===== config.mk =====
export PLATFORM = sky130hd
export DESIGN_NAME = i2c_slave_byte_ctl
export DESIGN_NICKNAME = d
export VERILOG_FILES = /design/src/rtl/i2c_slave_byte_ctl.sv
export SDC_FILE = /design/constraint.sdc
export NUM_CORES = 1
export LEC_CHECK = 0
export ABC_AREA = 0
export CAP_MARGIN = 20
export CORE_ASPECT_RATIO = 0.5
export CORE_MARGIN = 2
export CORE_UTILIZATION = 52
export CTS_BUF_LIST = sky130_fd_sc_hd__clkbuf_4
export DETAILED_ROUTE_END_ITERATION = 12
export HOLD_SLACK_MARGIN = 0.15
export MAX_ROUTING_LAYER = met4
export PLACE_DENSITY = 0.78
export SETUP_SLACK_MARGIN = 0.05
export SYNTH_ARGS = -nofsm -noshare
export SYNTH_HDL_FRONTEND = slang
export SYNTH_SLANG_ARGS = --single-unit

===== constraint.sdc =====
create_clock -name sysclk_i -period 2.2 [get_ports sysclk_i]
set_input_delay 0.33 -clock sysclk_i [delete_from_list [all_inputs] [get_ports sysclk_i]]
set_output_delay 0.33 -clock sysclk_i [all_outputs]
set_load 0.01 [all_outputs]

===== src/rtl/i2c_slave_byte_ctl.sv =====
// I2C target byte engine: filtered SCL/SDA, START/STOP detection, 7-bit address match,
// byte receive/transmit with ACK handling and clock stretching toward the host interface.
module i2c_slave_byte_ctl #(
    parameter int SYNC_STAGES = 2,
    parameter int FILT_LEN    = 3
) (
    input  logic        sysclk_i,
    input  logic        reset_n_i,
    input  logic        enable_i,
    input  logic [6:0]  slave_addr_i,
    input  logic [15:0] dfsr_i,
    input  logic        scl_i,
    input  logic        sda_i,
    output logic        scl_oen,
    output logic        sda_oen,
    output logic [7:0]  rx_data_o,
    output logic        rx_valid_o,
    input  logic        rx_rd_i,
    output logic        tx_req_o,
    input  logic [7:0]  tx_data_i,
    input  logic        tx_valid_i,
    output logic        busy_o,
    output logic        addressed_o,
    output logic        rw_o,
    output logic        nack_o,
    output logic        stop_det_o
);

    localparam logic [3:0] FILT_MAX = 4'(FILT_LEN - 1);

    typedef enum logic [3:0] {
        ST_IDLE,
        ST_ADDR,
        ST_ADDR_ACK,
        ST_TX_LOAD,
        ST_TX_BYTE,
        ST_TX_ACK,
        ST_RX_BYTE,
        ST_RX_ACK,
        ST_IGNORE
    } state_t;

    // Input conditioning: index 0 = SCL, index 1 = SDA
    logic [1:0]             pad_in;
    logic [SYNC_STAGES-1:0] sync_q [2];
    logic [3:0]             fcnt_q [2];
    logic [1:0]             filt_q;
    logic [1:0]             filt_d1_q;
    logic [15:0]            tick_cnt_q;
    logic                   tick;

    assign pad_in = {sda_i, scl_i};
    assign tick   = (tick_cnt_q >= dfsr_i);

    always_ff @(posedge sysclk_i or negedge reset_n_i) begin
        if (!reset_n_i) begin
            tick_cnt_q <= '0;
            filt_q     <= 2'b11;
            filt_d1_q  <= 2'b11;
            for (int i = 0; i < 2; i++) begin
                sync_q[i] <= '1;
                fcnt_q[i] <= '0;
            end
        end else begin
            tick_cnt_q <= tick ? 16'd0 : tick_cnt_q + 16'd1;
            filt_d1_q  <= filt_q;
            for (int i = 0; i < 2; i++) begin
                sync_q[i] <= {sync_q[i][SYNC_STAGES-2:0], pad_in[i]};
                if (tick) begin
                    if (sync_q[i][SYNC_STAGES-1] != filt_q[i]) begin
                        if (fcnt_q[i] == FILT_MAX) begin
                            filt_q[i] <= sync_q[i][SYNC_STAGES-1];
                            fcnt_q[i] <= '0;
                        end else begin
                            fcnt_q[i] <= fcnt_q[i] + 4'd1;
                        end
                    end else begin
                        fcnt_q[i] <= '0;
                    end
                end
            end
        end
    end

    logic scl_f, sda_f;
    logic scl_rise, scl_fall, sda_rise, sda_fall;
    logic start_det, stop_det;

    assign scl_f     = filt_q[0];
    assign sda_f     = filt_q[1];
    assign scl_rise  = filt_q[0] & ~filt_d1_q[0];
    assign scl_fall  = ~filt_q[0] & filt_d1_q[0];
    assign sda_rise  = filt_q[1] & ~filt_d1_q[1];
    assign sda_fall  = ~filt_q[1] & filt_d1_q[1];
    assign start_det = sda_fall & scl_f;
    assign stop_det  = sda_rise & scl_f;

    // Protocol engine state
    state_t     state_q, state_d;
    logic [3:0] bit_cnt_q, bit_cnt_d;
    logic       rw_q, rw_d;
    logic       addressed_q, addressed_d;
    logic       busy_q, busy_d;
    logic       sda_oen_q, sda_oen_d;
    logic       scl_hold_q, scl_hold_d;
    logic       tx_req_q, tx_req_d;
    logic       tx_have_q, tx_have_d;
    logic       fall_seen_q, fall_seen_d;
    logic [7:0] rx_data_q, rx_data_d;
    logic       rx_valid_q, rx_valid_d;
    logic       nack_q, nack_d;
    logic       stop_q, stop_d;
    logic [7:0] shift_q, shift_d;
    logic [7:0] tx_buf_q, tx_buf_d;
    logic [7:0] tx_shift_q, tx_shift_d;
    logic [7:0] addr_byte;

    always_comb begin
        state_d     = state_q;
        bit_cnt_d   = bit_cnt_q;
        rw_d        = rw_q;
        addressed_d = addressed_q;
        busy_d      = busy_q;
        sda_oen_d   = sda_oen_q;
        scl_hold_d  = scl_hold_q;
        tx_req_d    = tx_req_q;
        tx_have_d   = tx_have_q;
        fall_seen_d = fall_seen_q;
        rx_data_d   = rx_data_q;
        rx_valid_d  = rx_valid_q & ~rx_rd_i;
        nack_d      = 1'b0;
        stop_d      = 1'b0;
        shift_d     = shift_q;
        tx_buf_d    = tx_buf_q;
        tx_shift_d  = tx_shift_q;
        addr_byte   = {shift_q[6:0], sda_f};

        // The host may hand over the next byte any time it is requested
        if (tx_req_q && tx_valid_i) begin
            tx_buf_d  = tx_data_i;
            tx_have_d = 1'b1;
            tx_req_d  = 1'b0;
        end

        if (!enable_i) begin
            state_d     = ST_IDLE;
            sda_oen_d   = 1'b1;
            scl_hold_d  = 1'b0;
            rx_valid_d  = 1'b0;
            tx_req_d    = 1'b0;
            tx_have_d   = 1'b0;
            busy_d      = 1'b0;
            addressed_d = 1'b0;
        end else if (start_det) begin
            state_d     = ST_ADDR;
            bit_cnt_d   = '0;
            busy_d      = 1'b1;
            addressed_d = 1'b0;
            sda_oen_d   = 1'b1;
            scl_hold_d  = 1'b0;
            tx_req_d    = 1'b0;
            tx_have_d   = 1'b0;
        end else if (stop_det) begin
            state_d     = ST_IDLE;
            busy_d      = 1'b0;
            addressed_d = 1'b0;
            stop_d      = 1'b1;
            sda_oen_d   = 1'b1;
            scl_hold_d  = 1'b0;
            tx_req_d    = 1'b0;
            tx_have_d   = 1'b0;
        end else begin
            case (state_q)
                ST_ADDR: begin
                    if (scl_rise && bit_cnt_q < 4'd8) begin
                        shift_d   = addr_byte;
                        bit_cnt_d = bit_cnt_q + 4'd1;
                        if (bit_cnt_q == 4'd7) begin
                            if (addr_byte[7:1] == slave_addr_i && slave_addr_i != 7'd0) begin
                                rw_d        = addr_byte[0];
                                addressed_d = 1'b1;
                            end else begin
                                state_d = ST_IGNORE;
                            end
                        end
                    end else if (scl_fall && bit_cnt_q == 4'd8) begin
                        sda_oen_d = 1'b0;
                        tx_req_d  = rw_q;
                        state_d   = ST_ADDR_ACK;
                    end
                end
                ST_ADDR_ACK: begin
                    if (scl_fall) begin
                        sda_oen_d = 1'b1;
                        bit_cnt_d = '0;
                        if (rw_q) begin
                            fall_seen_d = 1'b1;
                            state_d     = ST_TX_LOAD;
                        end else begin
                            state_d = ST_RX_BYTE;
                        end
                    end
                end
                ST_TX_LOAD: begin
                    // SDA may only move once SCL is low after the ACK clock
                    if (!fall_seen_q) begin
                        if (scl_fall) fall_seen_d = 1'b1;
                    end else if (tx_have_q) begin
                        tx_shift_d = tx_buf_q;
                        sda_oen_d  = tx_buf_q[7];
                        tx_have_d  = 1'b0;
                        bit_cnt_d  = '0;
                        state_d    = ST_TX_BYTE;
                    end else begin
                        scl_hold_d = 1'b1;
                    end
                end
                ST_TX_BYTE: begin
                    // SCL is released one cycle after the MSB is already on SDA
                    scl_hold_d = 1'b0;
                    if (scl_fall) begin
                        if (bit_cnt_q == 4'd7) begin
                            sda_oen_d = 1'b1;
                            state_d   = ST_TX_ACK;
                        end else begin
                            sda_oen_d  = tx_shift_q[6];
                            tx_shift_d = {tx_shift_q[6:0], 1'b0};
                            bit_cnt_d  = bit_cnt_q + 4'd1;
                        end
                    end
                end
                ST_TX_ACK: begin
                    if (scl_rise) begin
                        if (!sda_f) begin
                            tx_req_d    = 1'b1;
                            fall_seen_d = 1'b0;
                            state_d     = ST_TX_LOAD;
                        end else begin
                            nack_d  = 1'b1;
                            state_d = ST_IGNORE;
                        end
                    end
                end
                ST_RX_BYTE: begin
                    if (scl_rise && bit_cnt_q < 4'd8) begin
                        shift_d   = {shift_q[6:0], sda_f};
                        bit_cnt_d = bit_cnt_q + 4'd1;
                    end else if (bit_cnt_q == 4'd8 && (scl_fall || scl_hold_q)) begin
                        if (rx_valid_q) begin
                            scl_hold_d = 1'b1;
                        end else begin
                            rx_data_d  = shift_q;
                            rx_valid_d = 1'b1;
                            sda_oen_d  = 1'b0;
                            state_d    = ST_RX_ACK;
                        end
                    end
                end
                ST_RX_ACK: begin
                    scl_hold_d = 1'b0;
                    if (scl_fall) begin
                        sda_oen_d = 1'b1;
                        bit_cnt_d = '0;
                        state_d   = ST_RX_BYTE;
                    end
                end
                ST_IDLE, ST_IGNORE: begin
                    sda_oen_d  = 1'b1;
                    scl_hold_d = 1'b0;
                end
                default: begin
                    state_d = ST_IDLE;
                end
            endcase
        end
    end

    always_ff @(posedge sysclk_i or negedge reset_n_i) begin
        if (!reset_n_i) begin
            state_q     <= ST_IDLE;
            bit_cnt_q   <= '0;
            rw_q        <= 1'b0;
            addressed_q <= 1'b0;
            busy_q      <= 1'b0;
            sda_oen_q   <= 1'b1;
            scl_hold_q  <= 1'b0;
            tx_req_q    <= 1'b0;
            tx_have_q   <= 1'b0;
            fall_seen_q <= 1'b0;
            rx_data_q   <= 8'h00;
            rx_valid_q  <= 1'b0;
            nack_q      <= 1'b0;
            stop_q      <= 1'b0;
        end else begin
            state_q     <= state_d;
            bit_cnt_q   <= bit_cnt_d;
            rw_q        <= rw_d;
            addressed_q <= addressed_d;
            busy_q      <= busy_d;
            sda_oen_q   <= sda_oen_d;
            scl_hold_q  <= scl_hold_d;
            tx_req_q    <= tx_req_d;
            tx_have_q   <= tx_have_d;
            fall_seen_q <= fall_seen_d;
            rx_data_q   <= rx_data_d;
            rx_valid_q  <= rx_valid_d;
            nack_q      <= nack_d;
            stop_q      <= stop_d;
        end
    end

    // Shift and buffer registers carry data only; their contents are qualified by state
    always_ff @(posedge sysclk_i) begin
        shift_q    <= shift_d;
        tx_buf_q   <= tx_buf_d;
        tx_shift_q <= tx_shift_d;
    end

    assign scl_oen     = ~scl_hold_q;
    assign sda_oen     = sda_oen_q;
    assign rx_data_o   = rx_data_q;
    assign rx_valid_o  = rx_valid_q;
    assign tx_req_o    = tx_req_q;
    assign busy_o      = busy_q;
    assign addressed_o = addressed_q;
    assign rw_o        = rw_q;
    assign nack_o      = nack_q;
    assign stop_det_o  = stop_q;

endmodule


==> flow_metrics.py <==
metrics = {
    "setup_path": {
        "required_ps": 2530,
        "critPathSlowestCell": "a311o_2",
        "startpoint_type": "register",
        "path_buf_inv": 1,
        "cp_slowest_stage_delay_ps": 460,
        "crit_family": "compound AO/OA/AOI/OAI gates",
        "crit_type": "register to register",
        "endpoint_kind": "register",
        "critPathMaxFanout": 5,
        "arrival_ps": 2500,
        "path_cells": "ha_1 > and3_4 > a221oi_2 > o21ai_1 > a311o_2 > buf_4 > a22o_1",
    },
    "synth": {
        "synth_edf_count": 23,
        "synth_nets": 475,
        "yosys.area_share.simple_pct": 16.1,
        "syn_avg_cell_area_sq_um": 10.7,
        "synth_top_family_by_area": "simple AND/OR/NAND/NOR gates",
        "synthArstFlopShare_pct": 72.0,
        "syn_area_sq_um": 4450,
        "synth_fa_ha_area_share_pct": 6.47,
        "syn_inst": 414,
        "synth_compound_area_share_pct": 13.1,
        "synth_cell_types": 73,
        "muxShareOfSynthArea_pct": 5.91,
        "synthXorXnorAreaFrac_pct": 5.12,
        "synth_ff_type": "dfrtp_1",
        "seq_area_frac_synth_pct": 49.0,
        "synth-seq-cells": 82,
        "ys_warn_count": 0,
    },
    "final_layout": {
        "area_growth_pct": 27.8,
        "nNetsFinal": 579,
        "antennaDiodeCount": 0,
        "instances_no_fill": 635,
        "final_core_utilization_pct": 69.8,
        "drive_gt1_share_pct": 22.0,
        "final_area_sq_um": 5680,
    },
    "power": {
        "power.leakage_nw": 2.45,
        "peakVddDrop_mv": 0.405,
        "power_density_nw_per_um2": 546,
    },
    "place": {
        "placed_cell_area_sq_um": 5400,
        "gp_congestion": 0.918,
        "dp_cells": 612,
        "place.port_buffers": 54,
        "dp_hpwl_um": 6820,
        "place_ws_ps": -568,
    },
    "timing": {
        "fin_worst_skew_ps": 25.6,
        "layout_worst_path_cycle_share_pct": 98.9,
        "slew_violations": 0,
        "setup_viol": 0,
        "finalCriticalPeriod_ps": 2180,
        "worst_pin_slew_ps": 678,
        "max-slew-margin-rel_pct": 54.7,
        "hold_viol": 0,
        "clock.fmax_mhz": 459,
        "fin_ws_ps": 23.3,
        "tns_ps": 0,
        "rsz0062_at_grt": "true",
    },
    "global_routing": {
        "grt_usage_pct": 22.6,
        "grt_pass1_wl_um": 16200,
        "use_met1_pct": 29.0,
        "grt_use_met3_pct": 5.77,
        "antenna_found_initial": 0,
        "grt_start_max_net_pins": 60,
        "grt_overflow_total": 0,
        "grt_pass1_vias": 3423,
        "top_usage_layer": "met2",
        "grt_use_met2_pct": 35.4,
    },
    "floorplan": {
        "die_x_um": 135,
        "die_h_um": 69.4,
        "core_sq_um": 8140,
        "initial_utilization_pct": 54.6,
        "io_pins": 55,
        "dieArea_sq_um": 9350,
        "row_count": 23,
    },
    "job": {
        "maxCapViolCount": 0,
    },
    "drt": {
        "drt_first_pass_iters": 4,
        "ant_nets": 0,
        "drtIter0Drc": 247,
        "routed_wl_um": 9590,
        "num_vias": 3449,
        "via_per_inst": 5.43,
        "drc": 0,
        "wl_per_cell_um": 15.1,
    },
    "clocking": {
        "cts_max_level": 3,
        "numCtsBuffers": 9,
        "clkTransAtPathRegs_ps": 120,
        "cts_sinks": 82,
        "cts_buffer_depth": 2,
        "clk-insertion-delay-late_ps": 450,
        "tritoncts": "yes",
        "cts_root_buffer": "clkbuf_4",
    },
    "run_status": {
        "status": "finished clean",
    },
    "hold_path": {
        "hp-class": "input port to register",
    },
}
[per-layer routing]
| metal | routed length (um) | share of wire, % | vias up |
|---|---|---|---|
| li1 | - | - | 1697 |
| met1 | 4330 | 45 | 1645 |
| met5 | 0 | 0 | - |
| met4 | 114 | 1.2 | 0 |
| met3 | 486 | 5.1 | 10 |
| met2 | 4650 | 49 | 97 |
[Yosys cell counts, types with 5 or more instances]
cell type,count,area share (%)
mux2i_1,6,1.4
o21ai_1,5,0.56
edfxtp_1,23,16
xnor2_1,15,3.0
inv_1,30,2.5
xor2_1,11,2.2
o21ai_0,9,1.0
nand3_1,14,1.6
ha_1,23,6.5
buf_2,5,0.56
nand2b_1,11,1.5
dfrtp_1,50,28
a21oi_1,15,1.7
mux2_1,12,3.0
nand2_1,28,2.4
and3_1,7,0.98
dfstp_2,9,5.3
nor3_1,12,1.4
nor2_1,40,3.4
mux2_2,6,1.5
[kinds of logic (layout without fill, tap and decap cells)]
kind of cell | Yosys count | count (layout)
adders and majority gates | 23 | 23
buffers and inverters | 44 | 152
AOI/OAI and AO/OA | 77 | 78
DFF | 82 | 82
muxes | 24 | 24
and+or+nand+nor | 138 | 138
xor gates and xnor gates | 26 | 26
[sequential cells by signal (all words and copies together) (netlist names), 2 cells and up]
name and count:
state_q 4, tx_shift_q 7, tick_cnt_q 16, rx_data_o 8, fcnt_q 8, tx_buf_q 8, shift_q 8, bit_cnt_q 4
filt_q 2, filt_d1_q 2, sync_q 4
[area by class of cell]
class / count / area (sq um)
Fill cell: 619 / 2460
Clock buffer: 10 / 75.1
Timing Repair Buffer: 104 / 930
Tap cell: 112 / 140
Clock inverter: 6 / 57.6
Sequential cell: 82 / 2180
Multi-Input combinational cell: 289 / 2180
Inverter: 32 / 120
[where the power goes]
group / internal [W] / switching [W] / total [W]
sequential: 0.00163 / 0.0000636 / 0.00170
clock: 0.000350 / 0.000526 / 0.000876
combinational: 0.000290 / 0.000238 / 0.000528
total: 0.00227 / 0.000827 / 0.00310
[what timing repair did]
item / in CTS / in global routing
endpoints found under the setup margin: 26 / 22
cloned: 1 / 0
gates resized for setup: 4 / 18
setup buffers: 2 / 3
hold endpoints to repair: 57 / 0
hold buffers: 1 / 0
pin swaps: 1 / 4
[cell usage in the layout (no fill, tap or decap), types with 3 or more instances in the layout]
master / instances
clkbuf_4: 10
a211oi_2: 4
o21a_1: 3
xor2_1: 11
xnor2_1: 15
o21ai_2: 3
mux2_1: 11
buf_4: 47
nor2_1: 40
a21o_1: 4
mux2_2: 6
edfxtp_1: 23
nand2b_1: 11
nand2_2: 3
and3_1: 6
inv_1: 30
a21oi_2: 3
dfrtp_1: 49
a21oi_1: 13
dfstp_2: 9
ha_1: 20
nand2_1: 25
o2bb2ai_1: 3
nor3_1: 12
nand3_1: 14
a22o_1: 4
nor2b_1: 3
mux2i_1: 6
nand4_1: 4
o21ai_0: 7
o21ai_1: 5
clkdlybuf4s50_1: 53
[final timing paths]
path                                        to           from  cells past startpoint  slack, ps
worst max-delay path                 fcnt_q[3]  tick_cnt_q[6]                      7         20
worst min-delay path                 sync_q[0]          sda_i                      1        280
worst max register to register       fcnt_q[3]  tick_cnt_q[6]                      7         20
worst min register to register       sync_q[3]      sync_q[2]                      0        370
max in group asynchronous            sync_q[1]      reset_n_i                      3       1460
min in group asynchronous       tick_cnt_q[13]      reset_n_i                      3        400
[metrics by stage]
step | hold WS, ps | power [W]
final | 283 | 0.00310
after global routing | 242 | 0.00326
after CTS | 261 | 0.00306
after detailed placement | 347 | 0.00216
after global placement | 347 | 0.00214
after floorplan | 34.4 | 0.00192
Power figures use the tool's default switching activity.
